**config.mk**
```make
export PLATFORM = sky130hd
export DESIGN_NAME = bcd_countdown_timer_flat
export DESIGN_NICKNAME = d
export VERILOG_FILES = /design/src/rtl/bcd_countdown_timer_pkg.sv /design/src/rtl/bcd_countdown_timer_if.sv /design/src/rtl/bcd_countdown_timer_digit_down.sv /design/src/rtl/bcd_countdown_timer.sv /design/src/flat_wrapper.sv
export SDC_FILE = /design/constraint.sdc
export NUM_CORES = 1
export LEC_CHECK = 0
export CORE_MARGIN = 4
export CORE_UTILIZATION = 47
export CTS_CLUSTER_SIZE = 8
export DETAILED_ROUTE_END_ITERATION = 12
export PLACE_DENSITY = 0.87
export SLEW_MARGIN = 40
export SYNTH_ARGS = -nofsm -noshare
export SYNTH_HDL_FRONTEND = slang
export SYNTH_SLANG_ARGS = --single-unit
```
**constraint.sdc**
```tcl
create_clock -name clk -period 2.4 [get_ports clk]
set_input_delay 0.48 -clock clk [delete_from_list [all_inputs] [get_ports clk]]
set_output_delay 0.48 -clock clk [all_outputs]
set_load 0.02 [all_outputs]
```
**src/rtl/bcd_countdown_timer_pkg.sv**
```systemverilog
// timer_pkg: shared state encoding, digit limits and load saturation helper
package timer_pkg;
   typedef enum logic [1:0] {IDLE, RUNNING, PAUSED, DONE} timer_state_t;
   localparam logic [3:0] SEC_TENS_MAX = 4'd5;
   localparam logic [3:0] DIGIT_MAX = 4'd9;
   function automatic logic [3:0] sat_digit(input logic [3:0] v, input logic [3:0] max);
      return (v > max) ? max : v;
   endfunction
endpackage

```
**src/rtl/bcd_countdown_timer_if.sv**
```systemverilog
// bcd_countdown_timer_if: control, load and display signals of the countdown timer
interface bcd_countdown_timer_if;
   logic tick, load, start, stop, clear;
   logic [3:0] load_min, load_sec_tens, load_sec_ones;
   logic [3:0] min, sec_tens, sec_ones;
   logic running, done;
   modport master(
      output tick, load, start, stop, clear, load_min, load_sec_tens, load_sec_ones,
      input min, sec_tens, sec_ones, running, done
   );
   modport slave(
      input tick, load, start, stop, clear, load_min, load_sec_tens, load_sec_ones,
      output min, sec_tens, sec_ones, running, done
   );
endinterface

```
**src/rtl/bcd_countdown_timer_digit_down.sv**
```systemverilog
// bcd_digit_down: one BCD digit counting down, wrapping to WRAP_VAL and borrowing at 0
module bcd_digit_down
   import timer_pkg::*;
#(
   parameter logic [3:0] WRAP_VAL = DIGIT_MAX
) (
   input  logic       clk,
   input  logic       reset,
   input  logic       dec,
   input  logic       load_en,
   input  logic [3:0] load_val,
   input  logic       clr,
   output logic [3:0] digit,
   output logic       borrow
);
   logic [3:0] digit_q, digit_d;
   always_comb
      digit_d = clr ? 4'd0 : load_en ? load_val : !dec ? digit_q :
                (digit_q == 4'd0) ? WRAP_VAL : digit_q - 4'd1;
   always_ff @(posedge clk or posedge reset)
      if (reset) digit_q <= '0;
      else digit_q <= digit_d;
   assign digit = digit_q;
   assign borrow = dec && (digit_q == 4'd0);
endmodule

```
**src/rtl/bcd_countdown_timer.sv**
```systemverilog
// bcd_countdown_timer: M:SS BCD countdown with load saturation, pause/resume and expiry pulse
module bcd_countdown_timer
   import timer_pkg::*;
#(
   parameter int MAX_MIN = 9
) (
   input logic clk,
   input logic reset,
   bcd_countdown_timer_if.slave bus
);
   localparam logic [3:0] MAX_MIN_D = 4'(MAX_MIN);
   timer_state_t state_q, state_d;
   logic running_q, running_d, done_q, done_d;
   logic zero, at_one, ld_en, stop_en, start_en, tick_en, expire;
   logic b_ones, b_tens, b_min;
   logic [3:0] d_min, d_tens, d_ones;
   assign zero = {d_min, d_tens, d_ones} == 12'h000;
   assign at_one = {d_min, d_tens, d_ones} == 12'h001;
   // each enable is already masked by every higher-priority control that takes effect
   always_comb begin
      ld_en = !bus.clear && bus.load && state_q != RUNNING;
      stop_en = !bus.clear && !ld_en && bus.stop && state_q == RUNNING;
      start_en = !bus.clear && !ld_en && !stop_en && bus.start && !zero &&
                 (state_q == IDLE || state_q == PAUSED);
      tick_en = !bus.clear && !ld_en && !stop_en && !start_en && bus.tick && state_q == RUNNING;
      expire = tick_en && (at_one || b_min);
      state_d = (bus.clear || ld_en) ? IDLE : stop_en ? PAUSED : start_en ? RUNNING :
                expire ? DONE : state_q;
   end
   always_comb begin
      running_d = state_d == RUNNING;
      done_d = expire;
   end
   always_ff @(posedge clk or posedge reset)
      if (reset) begin
         state_q <= IDLE;
         running_q <= 1'b0;
         done_q <= 1'b0;
      end else begin
         state_q <= state_d;
         running_q <= running_d;
         done_q <= done_d;
      end
   bcd_digit_down #(.WRAP_VAL(DIGIT_MAX)) u_ones (
      .clk(clk), .reset(reset), .dec(tick_en), .load_en(ld_en),
      .load_val(sat_digit(bus.load_sec_ones, DIGIT_MAX)), .clr(bus.clear),
      .digit(d_ones), .borrow(b_ones)
   );
   bcd_digit_down #(.WRAP_VAL(SEC_TENS_MAX)) u_tens (
      .clk(clk), .reset(reset), .dec(b_ones), .load_en(ld_en),
      .load_val(sat_digit(bus.load_sec_tens, SEC_TENS_MAX)), .clr(bus.clear),
      .digit(d_tens), .borrow(b_tens)
   );
   bcd_digit_down #(.WRAP_VAL(MAX_MIN_D)) u_min (
      .clk(clk), .reset(reset), .dec(b_tens), .load_en(ld_en),
      .load_val(sat_digit(bus.load_min, MAX_MIN_D)), .clr(bus.clear),
      .digit(d_min), .borrow(b_min)
   );
   assign bus.min = d_min;
   assign bus.sec_tens = d_tens;
   assign bus.sec_ones = d_ones;
   assign bus.running = running_q;
   assign bus.done = done_q;
endmodule

```
**src/flat_wrapper.sv**
```systemverilog
// flat-port wrapper written by rule: the top's interface ports become plain ports
module bcd_countdown_timer_flat import timer_pkg::*;
#(
   parameter int MAX_MIN = 9
)
  (clk, reset, bus_tick, bus_load, bus_start, bus_stop, bus_clear, bus_load_min, bus_load_sec_tens, bus_load_sec_ones, bus_min, bus_sec_tens, bus_sec_ones, bus_running, bus_done);
  bcd_countdown_timer_if bus_i ();
  input logic clk;
  input logic reset;
  input wire logic [$bits(bus_i.tick)-1:0] bus_tick;
  input wire logic [$bits(bus_i.load)-1:0] bus_load;
  input wire logic [$bits(bus_i.start)-1:0] bus_start;
  input wire logic [$bits(bus_i.stop)-1:0] bus_stop;
  input wire logic [$bits(bus_i.clear)-1:0] bus_clear;
  input wire logic [$bits(bus_i.load_min)-1:0] bus_load_min;
  input wire logic [$bits(bus_i.load_sec_tens)-1:0] bus_load_sec_tens;
  input wire logic [$bits(bus_i.load_sec_ones)-1:0] bus_load_sec_ones;
  output wire logic [$bits(bus_i.min)-1:0] bus_min;
  output wire logic [$bits(bus_i.sec_tens)-1:0] bus_sec_tens;
  output wire logic [$bits(bus_i.sec_ones)-1:0] bus_sec_ones;
  output wire logic [$bits(bus_i.running)-1:0] bus_running;
  output wire logic [$bits(bus_i.done)-1:0] bus_done;
  assign bus_i.tick = bus_tick;
  assign bus_i.load = bus_load;
  assign bus_i.start = bus_start;
  assign bus_i.stop = bus_stop;
  assign bus_i.clear = bus_clear;
  assign bus_i.load_min = bus_load_min;
  assign bus_i.load_sec_tens = bus_load_sec_tens;
  assign bus_i.load_sec_ones = bus_load_sec_ones;
  assign bus_min = bus_i.min;
  assign bus_sec_tens = bus_i.sec_tens;
  assign bus_sec_ones = bus_i.sec_ones;
  assign bus_running = bus_i.running;
  assign bus_done = bus_i.done;
  bcd_countdown_timer #(.MAX_MIN(MAX_MIN)) u_core (.clk(clk), .reset(reset), .bus(bus_i));
endmodule
```
==> impl_metrics.json <==
{
  "ctsHoldBuffers": 0,
  "synth_simple_gate_area_share_pct": 22.8,
  "syn_nets": 144,
  "drt_iter0_drc": 33,
  "crit_path_max_fanout": 7,
  "synth_edf_count": 0,
  "cts_buffers": 3,
  "grt_pass1_wl_um": 5120,
  "grt_max_degree": 17,
  "routed_wl_um": 3010,
  "synthArstFlopShare_pct": 100,
  "synth_warnings": 0,
  "synth.area.mux_share_pct": 2.27,
  "synth_top_family_by_area": "compound AO/OA/AOI/OAI gates",
  "outcome": "completed",
  "route.detailed.drc": 0,
  "dpl.hpwl_um": 2310,
  "fin_worst_skew_ns": 0.0119,
  "final_nets": 181,
  "synthXorXnorAreaFrac_pct": 0,
  "areaGrowthSynthToFinish_pct": 32.5,
  "max_freq_mhz": 511,
  "worst_slew_pin_slew_ns": 0.639,
  "syn_inst": 120,
  "cap_violations": 0,
  "cts_tree": "done",
  "diodes": 0,
  "clkLatencyLatePin_ns": 0.29,
  "synth_top_area_share_pct": 34.6,
  "ys_types": 46,
  "coreArea_um2": 2280,
  "cts_resized": 0,
  "boundaryPins": 33,
  "drt_pass1_iterations": 4,
  "ff2ff_setup_slack_ns": 0.44,
  "vias": 1130,
  "slew_headroom_pct": 57.4,
  "rows": 17,
  "overflow": 0,
  "dieWidth_um": 57.6,
  "io_buffer_count": 32,
  "r2r_start": "u_core.u_ones.digit[0]",
  "min_path_type": "reg -> reg",
  "antenna_left": 0,
  "drive_gt1_share_pct": 14.2,
  "grt_usage_pct": 19.5,
  "yosys_register_bits": 16,
  "utilization_pct": 67.3,
  "yosysMostFrequentCell": "dfrtp_1",
  "arrival_ns": 2.16,
  "synth_adder_area_share_pct": 5.41,
  "synth_top_area_cell": "dfrtp_1",
  "cts_buffer_depth": 2,
  "max-vdd-ir-drop_mv": 0.390,
  "yosys-top-cells-count": "dfrtp_1 (16), inv_1 (13), nor2_1 (8), nor3_1 (8), nand2_1 (6)",
  "dieHeight_um": 57.6,
  "setup.worst_path.class": "reg -> reg",
  "period_share_pct": 81.6,
  "grt_pass1_vias": 1102,
  "synth_area_um2": 1160,
  "post-cts-setup-buffers": 0,
  "setup_violations": 0,
  "rsz0062_at_grt": "false",
  "cts_sinks": 16,
  "gp_congestion": 0.874,
  "leakagePower_nw": 0.624,
  "cts_root_buf": "clkbuf_4",
  "wire_per_inst_um": 16.4,
  "clk_pin_slew_ns": 0.10,
  "startpoint_type": "flop",
  "via_per_inst": 6.17,
  "h-tree-depth": 1,
  "finalCriticalPeriod_ns": 1.96,
  "fin_setup_tns_ns": 0,
  "grt_antenna_before_repair": 0,
  "startpoint": "u_core.u_ones.digit[0]",
  "cellPowerDensity_nw_per_um2": 525,
  "start_util_pct": 50.8,
  "cp.required_ns": 2.60,
  "avgSynthCellArea_um2": 9.63,
  "dieArea_um2": 3320,
  "holdWs_ns": 0.560,
  "endpoint_kind": "flop",
  "hold_path.startpoint": "u_core.u_tens.digit[1]",
  "report.final.slew_viol_count": 0,
  "yosysSeqAreaShare_pct": 34.6,
  "synth-compound-area-share_pct": 27.8,
  "synth-main-ff-cell": "dfrtp_1",
  "hold_violations": 0,
  "synth_area_leaders": "dfrtp_1 (35%), ha_1 (5.4%), inv_1 (4.2%)"
}
==> kinds of logic (layout without fill, tap and decap cells) <==
family                   Yosys count  count (layout)
buffers and inverters             17              52
adder cells (fa/ha/maj)            5               5
AO/OA/AOI/OAI                     39              39
multiplexers                       2               2
flip-flops                        16              16
AND/OR/NAND/NOR                   41              41
==> placed cells by master, fill, tap and decap left out, drive strengths merged, types with 4 or more instances in the layout <==
| cell | netlist | layout |
|---|---|---|
| clkdlybuf4s50 | 0 | 32 |
| dfrtp | 16 | 16 |
| inv | 13 | 13 |
| nor3 | 9 | 9 |
| nor2 | 8 | 8 |
| nand2 | 6 | 6 |
| a21oi | 5 | 5 |
| a211oi | 5 | 5 |
| ha | 5 | 5 |
| o21ai | 4 | 4 |
| buf | 4 | 4 |
==> final cells by class <==
| type | count | area [µm²] |
|---|---|---|
| timing repair buffer | 36 | 350 |
| clock buffer | 3 | 22.5 |
| tap | 28 | 35.0 |
| fill | 184 | 744 |
| multi-input combinational | 87 | 674 |
| inverter | 13 | 48.8 |
| sequential | 16 | 400 |
==> registers in the layout, indices dropped and copies added (netlist names) <==
| signal | flops |
|---|---|
| u_core.state_q | 2 |
| u_core.bus.done | 1 |
| u_core.bus.running | 1 |
| u_core.u_tens.digit | 4 |
| u_core.u_min.digit | 4 |
| u_core.u_ones.digit | 4 |
==> critical path, stage by stage (launching register included) <==
cell and delay, ns:
dfrtp_1 0.46, inv_1 0.13, ha_1 0.20, nor3b_4 0.39, and3_2 0.29, nor3_2 0.07, o41ai_2 0.32
==> where the power goes <==
| part | switching (mW) | leakage [nW] | total [mW] | internal (mW) |
|---|---|---|---|---|
| combinational | 0.167 | 0.398 | 0.329 | 0.162 |
| sequential | 0.0344 | 0.212 | 0.330 | 0.295 |
| clock | 0.0867 | 0.0138 | 0.145 | 0.0583 |
| total | 0.288 | 0.624 | 0.804 | 0.515 |
==> metrics by stage <==
step           cells  area [µm²]  setup slack (ns)  power, mW
6_report         183        1530             0.441      0.804
5_1_grt          183        1530             0.326      0.850
4_1_cts          183        1530             0.454      0.806
3_5_place_dp     180        1510             0.244      0.661
3_3_place_gp     180        1510             0.330      0.651
2_1_floorplan    120        1160             0.599      0.526
==> final timing paths <==
path                                               end  cells past startpoint
worst max-delay path             u_core.u_min.digit[0]                      6
worst min-delay path            u_core.u_tens.digit[1]                      2
worst max register to register   u_core.u_min.digit[0]                      6
worst min register to register  u_core.u_tens.digit[1]                      2
max in group asynchronous           u_core.bus.running                      2
min in group asynchronous            u_core.state_q[0]                      2
==> metal layers <==
layer / up-vias / GRT usage, % / share of wire, %
li1: 535 / - / -
met1: 541 / 26.3 / 45
met2: 50 / 30.3 / 48
met3: 4 / 3.85 / 5.7
met4: 0 / 8.28 / 0.90
met5: - / 0 / 0
Note: power is estimated with default switching activity, not from simulation.
